--- src/rtl/booth_pkg.sv ---
// Shared types and helpers for the time-shared radix-4 Booth multiplier:
// FSM states, Booth triplet codes, partial-product selects and clog2.
package booth_pkg;

  typedef enum logic [1:0] {
    ST_IDLE = 2'd0,
    ST_RUN  = 2'd1,
    ST_DONE = 2'd2
  } state_t;

  typedef enum logic [2:0] {
    PP_ZERO = 3'd0,
    PP_PX   = 3'd1,
    PP_P2X  = 3'd2,
    PP_M2X  = 3'd3,
    PP_MX   = 3'd4
  } pp_sel_t;

  // Triplet is {y[2k+1], y[2k], y[2k-1]}
  localparam logic [2:0] TRIP_Z0  = 3'b000;
  localparam logic [2:0] TRIP_PX0 = 3'b001;
  localparam logic [2:0] TRIP_PX1 = 3'b010;
  localparam logic [2:0] TRIP_P2X = 3'b011;
  localparam logic [2:0] TRIP_M2X = 3'b100;
  localparam logic [2:0] TRIP_MX0 = 3'b101;
  localparam logic [2:0] TRIP_MX1 = 3'b110;
  localparam logic [2:0] TRIP_Z1  = 3'b111;

  function automatic pp_sel_t pp_decode(input logic [2:0] trip);
    case (trip)
      TRIP_PX0, TRIP_PX1: pp_decode = PP_PX;
      TRIP_P2X:           pp_decode = PP_P2X;
      TRIP_M2X:           pp_decode = PP_M2X;
      TRIP_MX0, TRIP_MX1: pp_decode = PP_MX;
      default:            pp_decode = PP_ZERO;
    endcase
  endfunction

  function automatic int clog2(input int value);
    int r;
    r = 0;
    while ((1 << r) < value) r++;
    return r;
  endfunction

endpackage

--- src/rtl/booth_r4_step.sv ---
// One radix-4 Booth digit: selects 0/+-x/+-2x from the triplet, sign-extends
// to 2*WIDTH bits and shifts it into position 2k.
module booth_r4_step
  import booth_pkg::*;
#(
  parameter int WIDTH = 16,
  parameter int KW    = 3
) (
  input  logic [WIDTH-1:0]   x,
  input  logic [2:0]         triplet,
  input  logic [KW-1:0]      k,
  output logic [2*WIDTH-1:0] pp
);

  // WIDTH+2 bits so that -2 * min_int is representable
  logic [WIDTH+1:0]   x1;
  logic [WIDTH+1:0]   x2;
  logic [WIDTH+1:0]   mag;
  logic [2*WIDTH-1:0] ext;
  pp_sel_t            sel;

  assign x1  = {{2{x[WIDTH-1]}}, x};
  assign x2  = {x1[WIDTH:0], 1'b0};
  assign sel = pp_decode(triplet);

  always_comb begin
    mag = '0;
    case (sel)
      PP_PX:   mag = x1;
      PP_P2X:  mag = x2;
      PP_M2X:  mag = ~x2 + 1'b1;
      PP_MX:   mag = ~x1 + 1'b1;
      default: mag = '0;
    endcase
  end

  assign ext = {{(WIDTH-2){mag[WIDTH+1]}}, mag};
  assign pp  = ext << {k, 1'b0};

endmodule

--- src/rtl/booth_mult_sched.sv ---
// Round-robin scheduler sharing one iterative radix-4 Booth multiplier
// among NREQ requesters; tagged product returned on a valid/ready port.
module booth_mult_sched
  import booth_pkg::*;
#(
  parameter  int WIDTH = 16,
  parameter  int NREQ  = 4,
  localparam int IDW   = clog2(NREQ)
) (
  input  logic                    clk,
  input  logic                    rst,
  input  logic [NREQ-1:0]         req_valid,
  input  logic [NREQ*WIDTH-1:0]   req_x,
  input  logic [NREQ*WIDTH-1:0]   req_y,
  output logic [NREQ-1:0]         req_ready,
  output logic                    rsp_valid,
  output logic [IDW-1:0]          rsp_id,
  output logic [2*WIDTH-1:0]      rsp_p,
  input  logic                    rsp_ready
);

  localparam int N  = WIDTH / 2;
  localparam int CW = clog2(N);
  localparam logic [CW-1:0] CNT_LAST = CW'(N - 1);

  state_t             state_reg, state_next;
  logic [IDW-1:0]     ptr_reg, ptr_next;
  logic [IDW-1:0]     id_reg, id_next;
  logic [WIDTH-1:0]   x_reg, x_next;
  logic [WIDTH:0]     y_reg, y_next;
  logic [2*WIDTH-1:0] acc_reg, acc_next;
  logic [CW-1:0]      cnt_reg, cnt_next;
  logic               rsp_valid_reg, rsp_valid_next;
  logic [2*WIDTH-1:0] rsp_p_reg, rsp_p_next;

  logic [WIDTH-1:0]   x_arr [NREQ];
  logic [WIDTH-1:0]   y_arr [NREQ];
  logic [NREQ-1:0]    grant;
  logic               found;
  logic [IDW-1:0]     gnt_idx;
  logic [IDW-1:0]     cand;
  logic [2*WIDTH-1:0] pp_step;

  genvar gi;
  generate
    for (gi = 0; gi < NREQ; gi++) begin : g_unpack
      assign x_arr[gi] = req_x[gi*WIDTH +: WIDTH];
      assign y_arr[gi] = req_y[gi*WIDTH +: WIDTH];
    end
  endgenerate

  // y_reg shifts right by one digit per cycle, so its low 3 bits are always the current triplet
  booth_r4_step #(
    .WIDTH (WIDTH),
    .KW    (CW)
  ) u_step (
    .x       (x_reg),
    .triplet (y_reg[2:0]),
    .k       (cnt_reg),
    .pp      (pp_step)
  );

  always_ff @(posedge clk or posedge rst) begin
    if (rst) begin
      state_reg     <= ST_IDLE;
      ptr_reg       <= IDW'(NREQ - 1);
      id_reg        <= '0;
      x_reg         <= '0;
      y_reg         <= '0;
      acc_reg       <= '0;
      cnt_reg       <= '0;
      rsp_valid_reg <= 1'b0;
      rsp_p_reg     <= '0;
    end else begin
      state_reg     <= state_next;
      ptr_reg       <= ptr_next;
      id_reg        <= id_next;
      x_reg         <= x_next;
      y_reg         <= y_next;
      acc_reg       <= acc_next;
      cnt_reg       <= cnt_next;
      rsp_valid_reg <= rsp_valid_next;
      rsp_p_reg     <= rsp_p_next;
    end
  end

  always_comb begin
    state_next     = state_reg;
    ptr_next       = ptr_reg;
    id_next        = id_reg;
    x_next         = x_reg;
    y_next         = y_reg;
    acc_next       = acc_reg;
    cnt_next       = cnt_reg;
    rsp_valid_next = rsp_valid_reg;
    rsp_p_next     = rsp_p_reg;
    grant          = '0;
    found          = 1'b0;
    gnt_idx        = '0;
    cand           = '0;

    // Search starts just after the last winner, so the winner drops to lowest priority
    if (state_reg == ST_IDLE) begin
      for (int j = 1; j <= NREQ; j++) begin
        cand = IDW'((int'(ptr_reg) + j) % NREQ);
        if (!found && req_valid[cand]) begin
          found   = 1'b1;
          gnt_idx = cand;
        end
      end
      grant[gnt_idx] = found;
    end

    case (state_reg)
      ST_IDLE: begin
        if (found) begin
          x_next     = x_arr[gnt_idx];
          y_next     = {y_arr[gnt_idx], 1'b0};
          id_next    = gnt_idx;
          ptr_next   = gnt_idx;
          acc_next   = '0;
          cnt_next   = '0;
          state_next = ST_RUN;
        end
      end
      ST_RUN: begin
        acc_next = acc_reg + pp_step;
        cnt_next = cnt_reg + 1'b1;
        y_next   = y_reg >> 2;
        if (cnt_reg == CNT_LAST) begin
          rsp_valid_next = 1'b1;
          rsp_p_next     = acc_reg + pp_step;
          state_next     = ST_DONE;
        end
      end
      ST_DONE: begin
        if (rsp_ready) begin
          rsp_valid_next = 1'b0;
          state_next     = ST_IDLE;
        end
      end
      default: state_next = ST_IDLE;
    endcase
  end

  assign req_ready = grant;
  assign rsp_valid = rsp_valid_reg;
  assign rsp_id    = id_reg;
  assign rsp_p     = rsp_p_reg;

endmodule

--- config.mk ---
export PLATFORM = sky130hd
export DESIGN_NAME = booth_mult_sched
export DESIGN_NICKNAME = d
export VERILOG_FILES = /design/src/rtl/booth_pkg.sv /design/src/rtl/booth_r4_step.sv /design/src/rtl/booth_mult_sched.sv
export SDC_FILE = /design/constraint.sdc
export NUM_CORES = 1
export LEC_CHECK = 0
export ABC_AREA = 0
export BUFFER_PORTS_ARGS = -buffer_cell sky130_fd_sc_hd__buf_2
export CAP_MARGIN = 0
export CORE_MARGIN = 3
export CORE_UTILIZATION = 38
export DETAILED_ROUTE_END_ITERATION = 7
export GPL_ROUTABILITY_DRIVEN = 0
export GPL_TIMING_DRIVEN = 0
export HOLD_SLACK_MARGIN = 0.12
export PLACE_DENSITY = 0.7
export SLEW_MARGIN = 20
export SYNTH_ARGS = -nofsm -noshare
export SYNTH_HDL_FRONTEND = slang
export SYNTH_HIERARCHICAL = 1
export SYNTH_SLANG_ARGS = --single-unit
--- constraint.sdc ---
create_clock -name clk -period 6.1 [get_ports clk]
set_input_delay 0.915 -clock clk [delete_from_list [all_inputs] [get_ports clk]]
set_output_delay 0.915 -clock clk [all_outputs]
set_load 0.03 [all_outputs]
==> results by stage <==
Clocking:
- Counting the buffers created by CTS gives 9.
- The clock drives 107 sinks.
- In this run the post-CTS setup repair buffer count came out at 0.
- The depth of the CTS H-tree is 3.
- The clock transition at the registers of the reported paths is 0.07 ns.
- The later-pin clock latency in the skew report is 0.36 ns.
- TritonCTS built the clock tree.
- The number of gates resized after CTS was 0.
- The tree is rooted in a sky130_fd_sc_hd__clkbuf_16.
- The count of hold buffers inserted by post-cts repair is 0.
- The longest clock path from root to sink contains 2 buffers.

STA:
- For the pin with the worst max-slew slack, the measured transition is 0.787 ns.
- Setup violations remaining at the end of the flow were counted as 0.
- The clock skew is 0.00837 ns.
- The post-route minimum period is 5.58 ns.
- The fmax is 179 MHz.
- The number of hold-slack violations in the final timing report is 0.
- The setup TNS is 0 ns.
- In the finished design, the share of the clock period the worst path needs comes to 0.914.
- The max-slew violation total from the final report is 0.
- Setup repair after global routing left no endpoint under its margin.
- The worst slew margin relative to its limit is 0.470.

Setup path:
- The worst setup path is of the reg2reg kind.
- The worst-path cell with the longest stage delay is sky130_fd_sc_hd__or4_1.
- Data on the critical path is required at its endpoint by 6.33 ns.
- The critical path data arrival time is 5.81 ns.
- The biggest cell delay along the critical path is 0.55 ns.
- Along the worst path, the maximum fanout reaches 10.
- The signal on the critical path passes through clkbuf_1 > or4_4 > buf_6 > or4_1 > buf_2 > nor2_1 > a311oi_1 > a22oi_1 > mux2i_1 > o21ai_0 > ha_1 > a21o_1 > a21o_1 > a21oi_1 > o21ai_0 > a2111oi_4 > o21ai_1 > a31oi_1 > xor2_1 > o21ai_1.
- STA classifies the critical path endpoint as a flip-flop.
- The worst setup path is launched from a flip-flop.

Synth:
- Of the post-synthesis cell area, the dominant cell type holds 0.311.
- The cell area that synthesis handed to floorplanning was 0.00846 mm².
- The count of state elements after synthesis is 107.
- The yosys synthesis warning count is 6.
- The primary flip-flop cell chosen by synthesis mapping is sky130_fd_sc_hd__dfrtp_1.
- The number of nets handed over by synthesis was 1245.
- The average instance in the mapped netlist occupies 7.87 µm².
- Counting flops with a built-in enable in the synthesized netlist gives 0.
- The number of instances in the synthesized netlist is 1075.
- The distinct cell type count of the synthesized netlist is 80.
- The cell accounting for the most synthesized area is sky130_fd_sc_hd__dfrtp_1.
- The share of the yosys chip area belonging to registers is 0.317.
- In the synthesized netlist, the cells that appear most often are sky130_fd_sc_hd__nand2_1 (174), sky130_fd_sc_hd__o21ai_0 (140), sky130_fd_sc_hd__dfrtp_1 (105).
- Ranked by total cell area, the synthesized netlist is headed by sky130_fd_sc_hd__dfrtp_1 (31%), sky130_fd_sc_hd__o21ai_0 (8.3%), sky130_fd_sc_hd__nand2_1 (7.7%), sky130_fd_sc_hd__ha_1 (5.0%), sky130_fd_sc_hd__nor2_1 (4.1%).
- The most common cell in the synthesized netlist is sky130_fd_sc_hd__nand2_1.
- After synthesis, the share of flip-flops with an asynchronous set or reset is 1.00.

Layout:
- The number of inserted diodes is 0.
- The area growth from synthesis to layout is 18.1%.
- The proportion of layout cells with a drive suffix above 1 is 0.192.
- The final layout net count is 1430.

Route:
- The count of vias placed by the detailed router is 8638.
- The remaining design rule violation count is 0.
- Wires add up to 25.5 mm.
- The length of the first detailed-routing pass in iterations is 5.
- The starting DRC count in detailed routing is 743.
- The average detailed-routed wire length per instance is 16.6 µm.
- The number of vias per cell is 5.61.
- In this run the remaining antenna-violating nets after routing total 0.

Global routing:
- The total overflow reported by the global router is 0.
- The initial antenna violation count came to 0.
- Entering global routing, the biggest net connects 67 pins.
- The total routing usage reported by global routing is 0.209.
- The first global-routing pass estimated 41.7 mm of wire.
- The number of global-route vias before repair was 8361.

Floorplanning:
- The initialized floorplan defines 53 standard-cell rows.
- The floorplan die width is 155 µm.
- The floorplan step defined a core boundary enclosing 0.0214 mm².
- The initial standard-cell utilization of the core is 0.395.
- The die covers 0.0241 mm².
- For this design the top-level I/O count stands at 174.
- The vertical die dimension is 155 µm.

Placed design:
- The placed wire-length estimate after detailed placement is 20.0 mm.
- Input and output buffers added on the ports amount to 173.

Min path:
- The class of the tightest hold or removal check is reg2reg.

Run status:
- The flow ran to the end, and the final reports show no timing, DRC or antenna violations.

Job:
- The count of max-cap constraint violations is 0.
placed cells by master (no fill, tap or decap), types with 11 or more instances in the layout:
| cell type | synthesis | routed |
|---|---|---|
| sky130_fd_sc_hd__buf_2 | 6 | 179 |
| sky130_fd_sc_hd__nand2_1 | 174 | 174 |
| sky130_fd_sc_hd__o21ai_0 | 140 | 140 |
| sky130_fd_sc_hd__dfrtp_1 | 105 | 105 |
| sky130_fd_sc_hd__nor2_1 | 92 | 92 |
| sky130_fd_sc_hd__clkbuf_1 | 73 | 74 |
| sky130_fd_sc_hd__nand3_1 | 67 | 67 |
| sky130_fd_sc_hd__a21oi_1 | 47 | 47 |
| sky130_fd_sc_hd__ha_1 | 34 | 34 |
| sky130_fd_sc_hd__xor2_1 | 21 | 21 |
| sky130_fd_sc_hd__nor3_1 | 21 | 21 |
| sky130_fd_sc_hd__xnor2_1 | 19 | 19 |
| sky130_fd_sc_hd__mux2i_1 | 18 | 18 |
| sky130_fd_sc_hd__a21o_1 | 17 | 17 |
| sky130_fd_sc_hd__a22oi_1 | 17 | 17 |
| sky130_fd_sc_hd__mux4_2 | 13 | 13 |
| sky130_fd_sc_hd__inv_1 | 13 | 12 |
| sky130_fd_sc_hd__nor4_1 | 11 | 11 |
through the flow:
| stage | hold WS [ns] | std cells | cell area [µm²] | worst slack, ns | util |
|---|---|---|---|---|---|
| floorplan | 0.448 | 1075 | 8460 | 1.35 | - |
| global placement | 0.458 | 1523 | 9670 | 0.741 | 0.451 |
| detailed placement | 0.465 | 1524 | 9700 | 0.688 | 0.453 |
| CTS | 0.481 | 1540 | 9990 | 0.619 | 0.466 |
| global route | 0.492 | 1540 | 9990 | 0.121 | 0.466 |
| finish | 0.470 | 1540 | 9990 | 0.522 | 0.466 |
worst paths after layout:
check	from	to	slack (ns)	cells after the start
setup / recovery	x_reg[4]$_DFFE_PP0P_	rsp_p[30]$_DFFE_PP0P_	0.52	20
hold / removal	rsp_p[12]$_DFFE_PP0P_	rsp_p[12]$_DFFE_PP0P_	0.47	2
setup reg to reg	x_reg[4]$_DFFE_PP0P_	rsp_p[30]$_DFFE_PP0P_	0.52	20
hold reg to reg	rsp_p[12]$_DFFE_PP0P_	rsp_p[12]$_DFFE_PP0P_	0.47	2
max in group asynchronous	rst	y_reg[8]$_DFFE_PP0P_	4.90	3
min in group asynchronous	rst	rsp_p[8]$_DFFE_PP0P_	0.55	2
layer usage:
| metal | share of wire | vias up | global-route usage |
|---|---|---|---|
| met5 | 0 | - | 0 |
| met4 | 0.032 | 0 | 0.0792 |
| met3 | 0.071 | 49 | 0.0476 |
| met2 | 0.46 | 344 | 0.340 |
| met1 | 0.44 | 3972 | 0.273 |
| li1 | - | 4273 | - |
kinds of logic (layout without fill, tap and decap cells):
logic type | after synthesis | count (layout) | synth area share
fa+ha+maj | 35 | 35 | 0.0526
flops | 107 | 107 | 0.317
compound gates | 323 | 323 | 0.242
mux | 40 | 40 | 0.0697
simple gates | 430 | 430 | 0.230
xor+xnor | 40 | 40 | 0.0414
buf+inv | 100 | 290 | 0.0475
worst max-delay path, delay by kind of cell (launching register included):
family,cells,cell delay (ns)
xor gates and xnor gates,1,0.22
buffers and inverters,3,0.57
and+or+nand+nor,3,1.31
AOI/OAI and AO/OA,11,2.44
muxes,1,0.17
DFF,1,0.38
adders and majority gates,1,0.34
area by class of cell:
| class | instances | area [µm²] |
|---|---|---|
| Buffer | 86 | 349 |
| Inverter | 14 | 57.6 |
| Clock inverter | 4 | 31.3 |
| Sequential cell | 107 | 2680 |
| Multi-Input combinational cell | 868 | 5380 |
| Fill cell | 2171 | 11400 |
| Clock buffer | 12 | 256 |
| Tap cell | 275 | 344 |
| Timing Repair Buffer | 174 | 893 |
Power is not shown: default switching activity piles up to over one toggle a cycle in this logic, so the estimate is an artifact.
